[config.mk]
export PLATFORM = sky130hd
export DESIGN_NAME = gamma_lut_ctrl
export DESIGN_NICKNAME = d
export VERILOG_FILES = /design/src/rtl/gamma_lut_ctrl.sv
export SDC_FILE = /design/constraint.sdc
export NUM_CORES = 1
export LEC_CHECK = 0
export ABC_AREA = 1
export BUFFER_PORTS_ARGS = -buffer_cell sky130_fd_sc_hd__buf_4
export CAP_MARGIN = 0
export CORE_MARGIN = 2
export CORE_UTILIZATION = 51
export DETAILED_ROUTE_END_ITERATION = 10
export PLACE_DENSITY_LB_ADDON = 0.12
export SLEW_MARGIN = 30
export SYNTH_ARGS = -nofsm -noshare
export SYNTH_HDL_FRONTEND = slang
export SYNTH_SLANG_ARGS = --single-unit
[constraint.sdc]
create_clock -name pclk -period 2.2 [get_ports pclk]
set_input_delay 0.11 -clock pclk [delete_from_list [all_inputs] [get_ports pclk]]
set_output_delay 0.11 -clock pclk [all_outputs]
set_load 0.03 [all_outputs]
[src/rtl/gamma_lut_ctrl.sv]
// Host-side controller for three gamma LUTs: queues host writes and commits them
// only during blanking, and serves host reads directly when no writes are pending.
module gamma_lut_ctrl #(
  parameter int BITS       = 8,
  parameter int FIFO_DEPTH = 4
) (
  input  logic                          pclk,
  input  logic                          rst_n,
  input  logic                          in_vsync,
  input  logic                          in_href,
  input  logic                          host_req,
  input  logic                          host_we,
  input  logic [1:0]                    host_sel,
  input  logic [BITS-1:0]               host_addr,
  input  logic [BITS-1:0]               host_wdata,
  output logic                          host_ready,
  output logic                          host_rvalid,
  output logic [BITS-1:0]               host_rdata,
  output logic                          lut_r_wen,
  output logic                          lut_g_wen,
  output logic                          lut_b_wen,
  output logic                          lut_r_ren,
  output logic                          lut_g_ren,
  output logic                          lut_b_ren,
  output logic [BITS-1:0]               lut_addr,
  output logic [BITS-1:0]               lut_wdata,
  input  logic [BITS-1:0]               lut_r_rdata,
  input  logic [BITS-1:0]               lut_g_rdata,
  input  logic [BITS-1:0]               lut_b_rdata,
  output logic [$clog2(FIFO_DEPTH):0]   pending,
  output logic                          commit_done
);

  localparam int PW = $clog2(FIFO_DEPTH);
  localparam int CW = PW + 1;

  localparam logic [1:0] IDLE   = 2'd0;
  localparam logic [1:0] WRITE  = 2'd1;
  localparam logic [1:0] READ   = 2'd2;
  localparam logic [1:0] RDWAIT = 2'd3;

  logic [1:0]      state, state_nxt;
  logic [1:0]      fifo_sel  [FIFO_DEPTH];
  logic [BITS-1:0] fifo_addr [FIFO_DEPTH];
  logic [BITS-1:0] fifo_data [FIFO_DEPTH];
  logic [PW-1:0]   wr_ptr, rd_ptr;
  logic [CW-1:0]   count, count_nxt;
  logic            wr_ok, rd_ok;
  logic [1:0]      rd_sel;
  logic            blank, fifo_empty, push, pop, rd_accept;
  logic [1:0]      head_sel;

  assign blank      = !in_vsync && !in_href;
  assign fifo_empty = (count == '0);
  assign head_sel   = fifo_sel[rd_ptr];

  // Both readiness flags are registered; the request direction only picks which one the host sees.
  assign host_ready = host_we ? wr_ok : rd_ok;
  assign push       = host_req && host_we && wr_ok;
  assign rd_accept  = host_req && !host_we && rd_ok;
  assign pop        = !fifo_empty && blank && (state == IDLE || state == WRITE);
  assign count_nxt  = count + CW'(push) - CW'(pop);
  assign pending    = count;

  always_comb begin
    state_nxt = state;
    case (state)
      IDLE: begin
        if (pop)            state_nxt = WRITE;
        else if (rd_accept) state_nxt = READ;
      end
      WRITE:   state_nxt = pop ? WRITE : IDLE;
      READ:    state_nxt = RDWAIT;
      default: state_nxt = IDLE;
    endcase
  end

  always_ff @(posedge pclk) begin
    if (push) begin
      fifo_sel[wr_ptr]  <= host_sel;
      fifo_addr[wr_ptr] <= host_addr;
      fifo_data[wr_ptr] <= host_wdata;
    end
  end

  always_ff @(posedge pclk or negedge rst_n) begin
    if (!rst_n) begin
      state  <= IDLE;
      wr_ptr <= '0;
      rd_ptr <= '0;
      count  <= '0;
      wr_ok  <= 1'b0;
      rd_ok  <= 1'b0;
    end else begin
      state <= state_nxt;
      count <= count_nxt;
      if (push) wr_ptr <= wr_ptr + PW'(1);
      if (pop)  rd_ptr <= rd_ptr + PW'(1);
      wr_ok <= (count_nxt != CW'(FIFO_DEPTH));
      rd_ok <= (count_nxt == '0) && (state_nxt == IDLE);
    end
  end

  // A pop always launches a write; an accepted read can only start from an empty, idle queue.
  always_ff @(posedge pclk or negedge rst_n) begin
    if (!rst_n) begin
      lut_r_wen   <= 1'b0;
      lut_g_wen   <= 1'b0;
      lut_b_wen   <= 1'b0;
      lut_r_ren   <= 1'b0;
      lut_g_ren   <= 1'b0;
      lut_b_ren   <= 1'b0;
      lut_addr    <= '0;
      lut_wdata   <= '0;
      host_rdata  <= '0;
      host_rvalid <= 1'b0;
      commit_done <= 1'b0;
      rd_sel      <= 2'd0;
    end else begin
      lut_r_wen   <= 1'b0;
      lut_g_wen   <= 1'b0;
      lut_b_wen   <= 1'b0;
      lut_r_ren   <= 1'b0;
      lut_g_ren   <= 1'b0;
      lut_b_ren   <= 1'b0;
      host_rvalid <= 1'b0;
      commit_done <= 1'b0;
      if (pop) begin
        lut_addr  <= fifo_addr[rd_ptr];
        lut_wdata <= fifo_data[rd_ptr];
        lut_r_wen <= (head_sel == 2'd0) || (head_sel == 2'd3);
        lut_g_wen <= (head_sel == 2'd1) || (head_sel == 2'd3);
        lut_b_wen <= (head_sel == 2'd2) || (head_sel == 2'd3);
      end else if (state == IDLE && rd_accept) begin
        lut_addr  <= host_addr;
        rd_sel    <= host_sel;
        lut_r_ren <= (host_sel == 2'd0) || (host_sel == 2'd3);
        lut_g_ren <= (host_sel == 2'd1);
        lut_b_ren <= (host_sel == 2'd2);
      end
      if (state == WRITE && !pop && count_nxt == '0) commit_done <= 1'b1;
      if (state == READ) begin
        host_rvalid <= 1'b1;
        case (rd_sel)
          2'd1:    host_rdata <= lut_g_rdata;
          2'd2:    host_rdata <= lut_b_rdata;
          default: host_rdata <= lut_r_rdata;
        endcase
      end
    end
  end

endmodule

==> impl_metrics.env, run 1 <==
export IMPL_status="completed"
export IMPL_post_route_period_util=0.942
export IMPL_drt_wl_total_mm=11.4
export IMPL_syn_avg_cell_area_um2=10.4
export IMPL_grt_setup_unrepaired="false"
export IMPL_cts_max_level=4
export IMPL_syn_nets=557
export IMPL_vias_per_cell=4.94
export IMPL_final_hold_violation_count=0
export IMPL_yosysSeqAreaShare=0.639
export IMPL_ys_ff_latch=117
export IMPL_area_growth_pct=33.3
export IMPL_peakVddDrop_mv=0.723
export IMPL_io_buffers=83
export IMPL_crit_required_ps=2600
export IMPL_clock_sinks=117
export IMPL_ant_nets=0
export IMPL_clk_latency_ps=510
export IMPL_rows=36
export IMPL_fillers=742
export IMPL_worst_path_max_fanout=16
export IMPL_synth_edf_count=72
export IMPL_cp_data_arrival_time_ps=2480
export IMPL_slew_headroom=0.586
export IMPL_path_clk_slew_ps=60
export IMPL_die_area_um2=10900
export IMPL_multi_input_area_um2=1480
export IMPL_antenna_cells=0
export IMPL_max_cap_violations=0
export IMPL_ys_async_sr_fraction=0.385
export IMPL_fmax_mhz=483
export IMPL_synthesis_area_um2=5150
export IMPL_switching_power_mw=3.30
export IMPL_tritoncts="yes"
export IMPL_power_mw=9.09
export IMPL_cts_root_buf="clkbuf_8"
export IMPL_switching_share=0.363
export IMPL_drc=0
export IMPL_clock_skew_ps=11.6
export IMPL_hp_class="in2reg"
export IMPL_grt_max_degree=46
export IMPL_core_um2=9770
export IMPL_post_drt_wl_per_cell_um=14.7
export IMPL_grt_pass1_wl_mm=18.5
export IMPL_grt_usage=0.220
export IMPL_startpoint_type="flop"
export IMPL_holdPathEnd="lut_r_ren"
export IMPL_start_util=0.526
export IMPL_regToRegSetupSlack_ps=130
export IMPL_drt_pass1_iter_count=4
export IMPL_preCtsSetupSlack_ps=34.4
export IMPL_p_leak_nw=3.16
export IMPL_io_pins=84
export IMPL_antenna_found_initial=0
export IMPL_seq_area_um2=3290
export IMPL_critPathKind="reg2reg"
export IMPL_r2r_start="rd_sel[0]"
export IMPL_worst_pin_slew_ps=620
export IMPL_yosys_cell_types_count=28
export IMPL_drive_above_1_share=0.250
export IMPL_dieWidth_um=104
export IMPL_synthCells=496
export IMPL_r2r_cells=7
export IMPL_cts_max_path_buffers=2
export IMPL_power_frac_comb=0.369
export IMPL_powerDensity_nw_per_um2=1320
export IMPL_ys_flop_type="edfxtp_1"
export IMPL_crit_path_end_kind="flop"
export IMPL_min_from="host_req"
export IMPL_layout_commonest_cell="nand2_1"
export IMPL_finalWorstSetupSlack_ps=128
export IMPL_setup_viol=0
export IMPL_final_cell_mix="133 x nand2_1, 103 x buf_4, 72 x edfxtp_1"
export IMPL_hold_worst_slack_ps=96.5
export IMPL_p_int_mw=5.78
export IMPL_post_dp_hpwl_mm=6.99
export IMPL_tns_ps=0
export IMPL_vias=3843
export IMPL_drt_iter0_markers=181
export IMPL_period_minus_slack_ps=2070
export IMPL_worstHoldPathCells=5
export IMPL_ys_warn_count=0
export IMPL_pwr_share_clk=0.293
export IMPL_cts_inserted_buffers=17
export IMPL_fp_dieH_um=104
export IMPL_grt_ovfl_total=0
export IMPL_fin_nets=693
export IMPL_place_gp_congestion=0.763
export IMPL_grt_pass1_vias=3747
export IMPL_maxSlewViolCount=0
export IMPL_timing_rr_end="host_rdata[3]"
export IMPL_sequentialPowerShare=0.338
[per-stage QoR]
stage	cells	instance area, um^2	util
2_1_floorplan	496	5180	-
3_3_place_gp	705	5880	0.601
3_5_place_dp	705	5880	0.601
4_1_cts	772	6810	0.696
5_1_grt	778	6860	0.702
6_report	778	6860	0.702
[cells in the mapped netlist, drive strengths merged (3+ instances only)]
master	n	share of area
clkbuf	3	0.0041
ha	12	0.029
edfxtp	72	0.42
buf	18	0.034
nand3	55	0.054
nand2	137	0.10
dfrtp	45	0.22
o21ai	21	0.020
nor2	58	0.049
inv	60	0.044
o211ai	8	0.012
[routing by layer]
metal / share of wire / up-vias / routed length, um / global-route usage
met5: 0 / - / 0 / 0
met4: 0.0089 / 0 / 102 / 0.0560
met3: 0.063 / 13 / 722 / 0.0551
met2: 0.49 / 118 / 5650 / 0.361
met1: 0.43 / 1834 / 4960 / 0.294
li1: - / 1878 / - / -
[worst max-delay path: stages (launching register included)]
cell and delay [ps]:
dfrtp_1 370, inv_1 50, ha_1 270, inv_1 340
nand3_1 140, o211ai_1 130, dlygate4sd3_1 600, nand2_1 50
[sequential cells by signal (all words and copies together) (netlist names), 2 cells and up]
register / cells
rd_ptr: 2
lut_wdata: 8
rd_sel: 2
fifo_addr: 32
pending: 3
lut_addr: 8
fifo_sel: 8
wr_ptr: 2
fifo_data: 32
state: 2
host_rdata: 8
[repair_timing]
item	CTS	global route
setup endpoints to repair	0	3
resized for setup	0	4
setup buffers	0	6
hold endpoints to repair	136	0
hold buffers	35	0
[how the worst max path moves through the flow]
| stage | startpoint | to | slack [ps] | cells past startpoint |
|---|---|---|---|---|
| 2_1_floorplan | pending[1] | rd_ok | -2 | 14 |
| 4_1_cts | state[1] | commit_done | 20 | 15 |
| 5_1_grt | pending[1] | commit_done | 0.9 | 13 |
| 3_3_place_gp | state[1] | commit_done | 160 | 12 |
| 6_report | rd_sel[0] | host_rdata[3] | 130 | 7 |
| 3_5_place_dp | state[1] | commit_done | 30 | 15 |
[layout make-up]
| type | count | share of cell area |
|---|---|---|
| sequential | 117 | 0.480 |
| multi-input combinational | 298 | 0.215 |
| timing repair buffer | 138 | 0.164 |
| clock buffer | 23 | 0.0697 |
| inverter | 60 | 0.0328 |
| tap | 133 | 0.0243 |
| clock inverter | 9 | 0.0146 |
[cells by family (layout without fill, tap and decap cells)]
kind of cell	count (synthesis)	count (layout)	share of synthesized area
multiplexers	1	1	0.00219
AO/OA/AOI/OAI	31	31	0.0343
XOR/XNOR	1	1	0.00170
AND/OR/NAND/NOR	252	252	0.208
adder cells (fa/ha/maj)	13	13	0.0331
flip-flops	117	117	0.639
buffers and inverters	81	230	0.0819
[power by group through the flow]
stage               Combinational [mW]  Clock [mW]  Sequential, mW
finish                            3.35        2.66            3.08
global route                      3.70        2.80            3.13
CTS                               3.27        2.69            3.09
detailed placement                3.19           0            3.12
global placement                  3.12           0            3.10
floorplan                         1.82           0            3.60
(Power assumes the default switching activity.)
==> run 2, diff against run 1 <==
Settings changed: ABC_AREA 1 to 0, CORE_UTILIZATION 51 to 50.
==> run 2 against run 1 <==
Against the previous run:
- the run now ends with negative setup slack left
- flip-flop and latch count is the same
- area after synthesis shrank 7.1%
- non-clock buffer count grew 3
- utilization grew 1.7 points
- power shrank 0.72%
- final cell count shrank 26%
- first-iteration DRC count shrank 39%
- worst hold slack lost 30 ps
- clock skew shrank 4.5 ps
- sequential power grew 1%
- sequential share of layout area grew 1.5 points
- critical path type unchanged
- clock power shrank 2%
==> impl_metrics.env, run 2 <==
export IMPL_path_clk_slew_ps=60
export IMPL_crit_path_end_kind="flop"
export IMPL_synth_top_cell_by_area="edfxtp_1"
export IMPL_holdPathEnd="lut_addr[7]"
export IMPL_fmax_mhz=371
export IMPL_start_util=0.517
export IMPL_drc=0
export IMPL_cp_data_arrival_time_ps=3110
export IMPL_post_dp_hpwl_mm=6.24
export IMPL_grt_usage=0.209
export IMPL_switching_power_mw=2.98
export IMPL_drive_above_1_share=0.394
export IMPL_drt_wl_total_mm=9.89
export IMPL_r2r_cells=11
export IMPL_vias_per_cell=5.21
export IMPL_drt_pass1_iter_count=4
export IMPL_dieWidth_um=102
export IMPL_violations="negative setup slack"
export IMPL_crit_required_ps=2610
export IMPL_cts_inserted_buffers=17
export IMPL_p_int_mw=6.04
export IMPL_worstHoldPathCells=4
export IMPL_grt_pass1_vias=3078
export IMPL_powerDensity_nw_per_um2=1360
export IMPL_drt_iter0_markers=110
export IMPL_fp_dieH_um=102
export IMPL_cts_max_path_buffers=2
export IMPL_period_minus_slack_ps=2690
export IMPL_r2r_start="state[1]"
export IMPL_layout_commonest_cell="buf_4"
export IMPL_clock_skew_ps=7.13
export IMPL_setup_viol=4
export IMPL_cts_max_level=4
export IMPL_critPathKind="reg2reg"
export IMPL_synthCells=288
export IMPL_max_cap_violations=0
export IMPL_yosys_cell_types_count=39
export IMPL_switching_share=0.330
export IMPL_sequentialPowerShare=0.346
export IMPL_clk_latency_ps=510
export IMPL_worst_pin_slew_ps=732
export IMPL_core_um2=9240
export IMPL_regToRegSetupSlack_ps=-490
export IMPL_final_util=0.719
export IMPL_die_area_um2=10400
export IMPL_final_cell_mix="103 x buf_4, 72 x edfxtp_1, 45 x dfrtp_1"
export IMPL_yosysSeqAreaShare=0.688
export IMPL_synth_edf_count=72
export IMPL_vias=2983
export IMPL_maxSlewViolCount=0
export IMPL_ys_ff_latch=117
export IMPL_ys_flop_type="edfxtp_1"
export IMPL_fin_area_um2=6640
export IMPL_tritoncts="yes"
export IMPL_final_hold_violation_count=0
export IMPL_worst_path_max_fanout=2
export IMPL_yosysMostFrequentCell="edfxtp_1"
export IMPL_antenna_found_initial=0
export IMPL_io_pins=84
export IMPL_preCtsSetupSlack_ps=-465
export IMPL_clock_sinks=117
export IMPL_syn_nets=349
export IMPL_grt_ovfl_total=0
export IMPL_grt_pass1_wl_mm=15.5
export IMPL_io_buffers=83
export IMPL_syn_avg_cell_area_um2=16.6
export IMPL_pwr_share_clk=0.289
export IMPL_hp_class="in2reg"
export IMPL_post_route_period_util=1.22
export IMPL_slew_headroom=0.512
export IMPL_grt_setup_unrepaired="true"
export IMPL_p_leak_nw=2.72
export IMPL_ant_nets=0
export IMPL_antenna_cells=0
export IMPL_hold_worst_slack_ps=66.9
export IMPL_timing_rr_end="commit_done"
export IMPL_reg_largest_list="fifo_addr: 32 flops, fifo_data: 32 flops"
export IMPL_status="complete, but fails checks"
export IMPL_min_from="host_req"
export IMPL_startpoint_type="flop"
export IMPL_synth_top_cell_area_share=0.452
export IMPL_postPlaceCellArea_um2=5680
export IMPL_ys_warn_count=0
export IMPL_synthesis_area_um2=4780
export IMPL_post_drt_wl_per_cell_um=17.3
export IMPL_rows=35
export IMPL_cts_root_buf="clkbuf_8"
export IMPL_power_mw=9.02
export IMPL_synthTopCellsByCount="72 x edfxtp_1, 45 x dfrtp_1, 18 x mux4_2, 13 x inv_1"
export IMPL_ys_async_sr_fraction=0.385
export IMPL_peakVddDrop_mv=0.780
export IMPL_power_frac_comb=0.365
export IMPL_fin_nets=492
export IMPL_finalWorstSetupSlack_ps=-492
export IMPL_grt_max_degree=46
export IMPL_ys_top_cells_by_area="edfxtp_1 45%, dfrtp_1 24%, mux4_2 8.5%"
export IMPL_place_gp_congestion=0.848
export IMPL_area_growth_pct=39.0
run 2: area by class of cell:
type | count | area, um^2
multi-input cells | 140 | 1390
flip-flops and latches | 117 | 3290
fillers | 623 | 2600
well taps | 129 | 161
clock inverters | 15 | 156
inverters | 14 | 55.1
repair buffers | 141 | 1170
clock buffers | 17 | 414
run 2: critical path, stage by stage (launching register included):
cell and delay, ps:
dfrtp_1 370, or3_1 320, or2_4 250, inv_4 60
ha_4 190, inv_2 60, ha_4 120, inv_2 40
fa_2 550, inv_2 40, or3_4 380, nor4b_4 220
run 2: logic make-up after synthesis:
logic type / share of synthesized area
XOR/XNOR: 0.0105
buffers and inverters: 0.0312
adder cells (fa/ha/maj): 0.0356
flip-flops: 0.688
AND/OR/NAND/NOR: 0.0712
multiplexers: 0.113
AO/OA/AOI/OAI: 0.0508
run 2: per-stage QoR:
step,cells,setup TNS (ps)
after CTS,572,-1070
after global routing,573,-1400
after floorplan,288,-1780
final,573,-1080
after detailed placement,503,-1030
after global placement,503,-867
run 2: how the worst max path moves through the flow:
stage               startpoint     endpoint  slack [ps]
detailed placement    state[1]  commit_done        -460
finish                state[1]  commit_done        -490
CTS                   state[1]  commit_done        -490
floorplan             state[1]  commit_done        -680
global route          state[1]  commit_done        -570
global placement      state[1]  commit_done        -430
run 2: metal layers:
| metal | wire length, um | vias up | part of all wire | track usage |
|---|---|---|---|---|
| met1 | 4080 | 1467 | 0.41 | 0.252 |
| met4 | 281 | 0 | 0.028 | 0.110 |
| met5 | 0 | - | 0 | 0 |
| li1 | - | 1386 | - | - |
| met2 | 4890 | 109 | 0.49 | 0.342 |
| met3 | 633 | 21 | 0.064 | 0.0607 |
run 2: power by group through the flow:
stage,Sequential [mW],Combinational (mW),Clock [mW]
floorplan,3.62,1.55,0
global placement,3.14,3.06,0
detailed placement,3.16,3.12,0
CTS,3.13,3.32,2.65
global route,3.18,3.57,2.74
finish,3.12,3.29,2.61
run 2: what timing repair did:
| action | in CTS | in global routing |
|---|---|---|
| hold buffers | 36 | 0 |
| pin swaps | 2 | 0 |
| hold endpoints to repair | 136 | 0 |
| resized for setup | 2 | 0 |
| setup endpoints to repair | 4 | 4 |
| buffers inserted | 2 | 1 |
==> run 3, diff against run 2 <==
Settings changed: CORE_ASPECT_RATIO set to 1.5.
==> run 3 against run 2 <==
Against the previous run:
- the run still ends with negative setup slack left
- combinational power shrank 3%
- clock skew is essentially flat
- utilization shrank 2.1 points
- sequential share of layout area grew 1.4 points
- maximum frequency shrank 0.49%
- final area shrank 2.8%
- non-clock buffer count shrank 16
- sequential power is essentially flat
- power shrank 2.9%
- critical endpoint unchanged
==> impl_metrics.env, run 3 (synthesis gave the netlist of run 2 again) <==
export IMPL_status="complete, but fails checks"
export IMPL_violations="negative setup slack"
export IMPL_io_buffers=83
export IMPL_grt_max_degree=46
export IMPL_power_mw=8.76
export IMPL_cts_max_path_buffers=2
export IMPL_grt_pass1_wl_mm=16.0
export IMPL_maxSlewViolCount=0
export IMPL_powerDensity_nw_per_um2=1360
export IMPL_antenna_found_initial=0
export IMPL_layout_commonest_cell="buf_4"
export IMPL_tns_ps=-1130
export IMPL_post_route_period_util=1.23
export IMPL_cts_max_level=4
export IMPL_max_cap_violations=0
export IMPL_clock_sinks=117
export IMPL_setup_viol=4
export IMPL_p_leak_nw=2.66
export IMPL_peakVddDrop_mv=0.860
export IMPL_tritoncts="yes"
export IMPL_cts_inserted_buffers=17
export IMPL_rows=43
export IMPL_clk_latency_ps=400
export IMPL_period_minus_slack_ps=2710
export IMPL_crit_path_end_kind="flop"
export IMPL_fin_area_um2=6450
export IMPL_start_util=0.516
export IMPL_post_dp_hpwl_mm=6.70
export IMPL_grt_usage=0.210
export IMPL_final_cell_mix="103 x buf_4, 72 x edfxtp_1, 45 x dfrtp_1"
export IMPL_fp_dieH_um=124
export IMPL_multi_input_area_um2=1400
export IMPL_clock_skew_ps=7.35
export IMPL_drive_above_1_share=0.409
export IMPL_path_clk_slew_ps=50
export IMPL_postPlaceCellArea_um2=5680
export IMPL_ant_nets=0
export IMPL_place_gp_congestion=0.734
export IMPL_preCtsSetupSlack_ps=-560
export IMPL_fillers=659
export IMPL_finalWorstSetupSlack_ps=-505
export IMPL_dieWidth_um=83.8
export IMPL_slew_headroom=0.574
export IMPL_drc=0
export IMPL_grt_ovfl_total=0
export IMPL_grt_pass1_vias=3109
export IMPL_vias_per_cell=5.39
export IMPL_vias=2912
export IMPL_hp_class="in2reg"
export IMPL_cts_root_buf="clkbuf_16"
export IMPL_worst_pin_slew_ps=639
export IMPL_io_pins=84
export IMPL_drt_iter0_markers=131
export IMPL_fmax_mhz=370
export IMPL_grt_setup_unrepaired="true"
export IMPL_reg_largest_list="fifo_addr: 32 flops, fifo_data: 32 flops"
export IMPL_cp_data_arrival_time_ps=3010
export IMPL_core_um2=9250
export IMPL_die_area_um2=10400
export IMPL_critPathKind="reg2reg"
export IMPL_post_drt_wl_per_cell_um=18.6
export IMPL_antenna_cells=0
export IMPL_seq_area_um2=3290
export IMPL_drt_wl_total_mm=10.1
export IMPL_fin_nets=476
export IMPL_worst_path_max_fanout=2
export IMPL_crit_required_ps=2510
export IMPL_area_growth_pct=35.0
export IMPL_final_hold_violation_count=0
export IMPL_startpoint_type="flop"
export IMPL_drt_pass1_iter_count=5
run 3: final timing paths:
path / from / end / slack, ps / cells after the start
worst max-delay path: state[1] / commit_done / -510 / 11
worst min-delay path: lut_r_rdata[3] / host_rdata[3] / 30 / 3
worst max register to register: state[1] / commit_done / -510 / 11
worst min register to register: host_rdata[0] / host_rdata[0] / 480 / 2
max in group asynchronous: rst_n / host_rdata[1] / 1530 / 2
min in group asynchronous: rst_n / lut_wdata[6] / 270 / 2
run 3: critical path, stage by stage, from the launching register on:
cell,delay (ps)
dfrtp_1,380
or3_4,330
or2_4,250
inv_4,70
ha_4,190
inv_2,60
ha_4,120
inv_2,30
fa_2,540
inv_2,40
or3_4,380
nor4b_4,210
run 3: per-stage QoR:
stage               std cells   util  hold slack [ps]
detailed placement        487  0.614              161
floorplan                 288      -             -186
global route              540  0.697             27.7
finish                    540  0.697             31.0
global placement          487  0.614              154
CTS                       539  0.696             17.9
run 3: power breakdown:
group	leakage [nW]	internal (mW)	switching, mW
logic	1.19	1.49	1.71
clock network	0.273	1.58	0.883
registers	1.20	2.83	0.258
run 3: final cells by class:
type / count / area share
sequential: 117 / 0.510
clock inverter: 9 / 0.00776
multi-input combinational: 140 / 0.216
tap: 112 / 0.0217
inverter: 14 / 0.00853
timing repair buffer: 125 / 0.159
clock buffer: 23 / 0.0774
run 3: repair_timing:
action / 4_1_cts / 5_1_grt
hold endpoints to repair: 117 / 0
resized for setup: 3 / 0
endpoints found under the setup margin: 4 / 4
pin swaps: 1 / 0
hold buffers: 19 / 0
buffers inserted: 2 / 2
run 3: metal layers:
layer  global-route usage  wire [um]
met4               0.0827        150
met1                0.244       4000
met2                0.370       5360
met5                    0          0
met3               0.0616        553
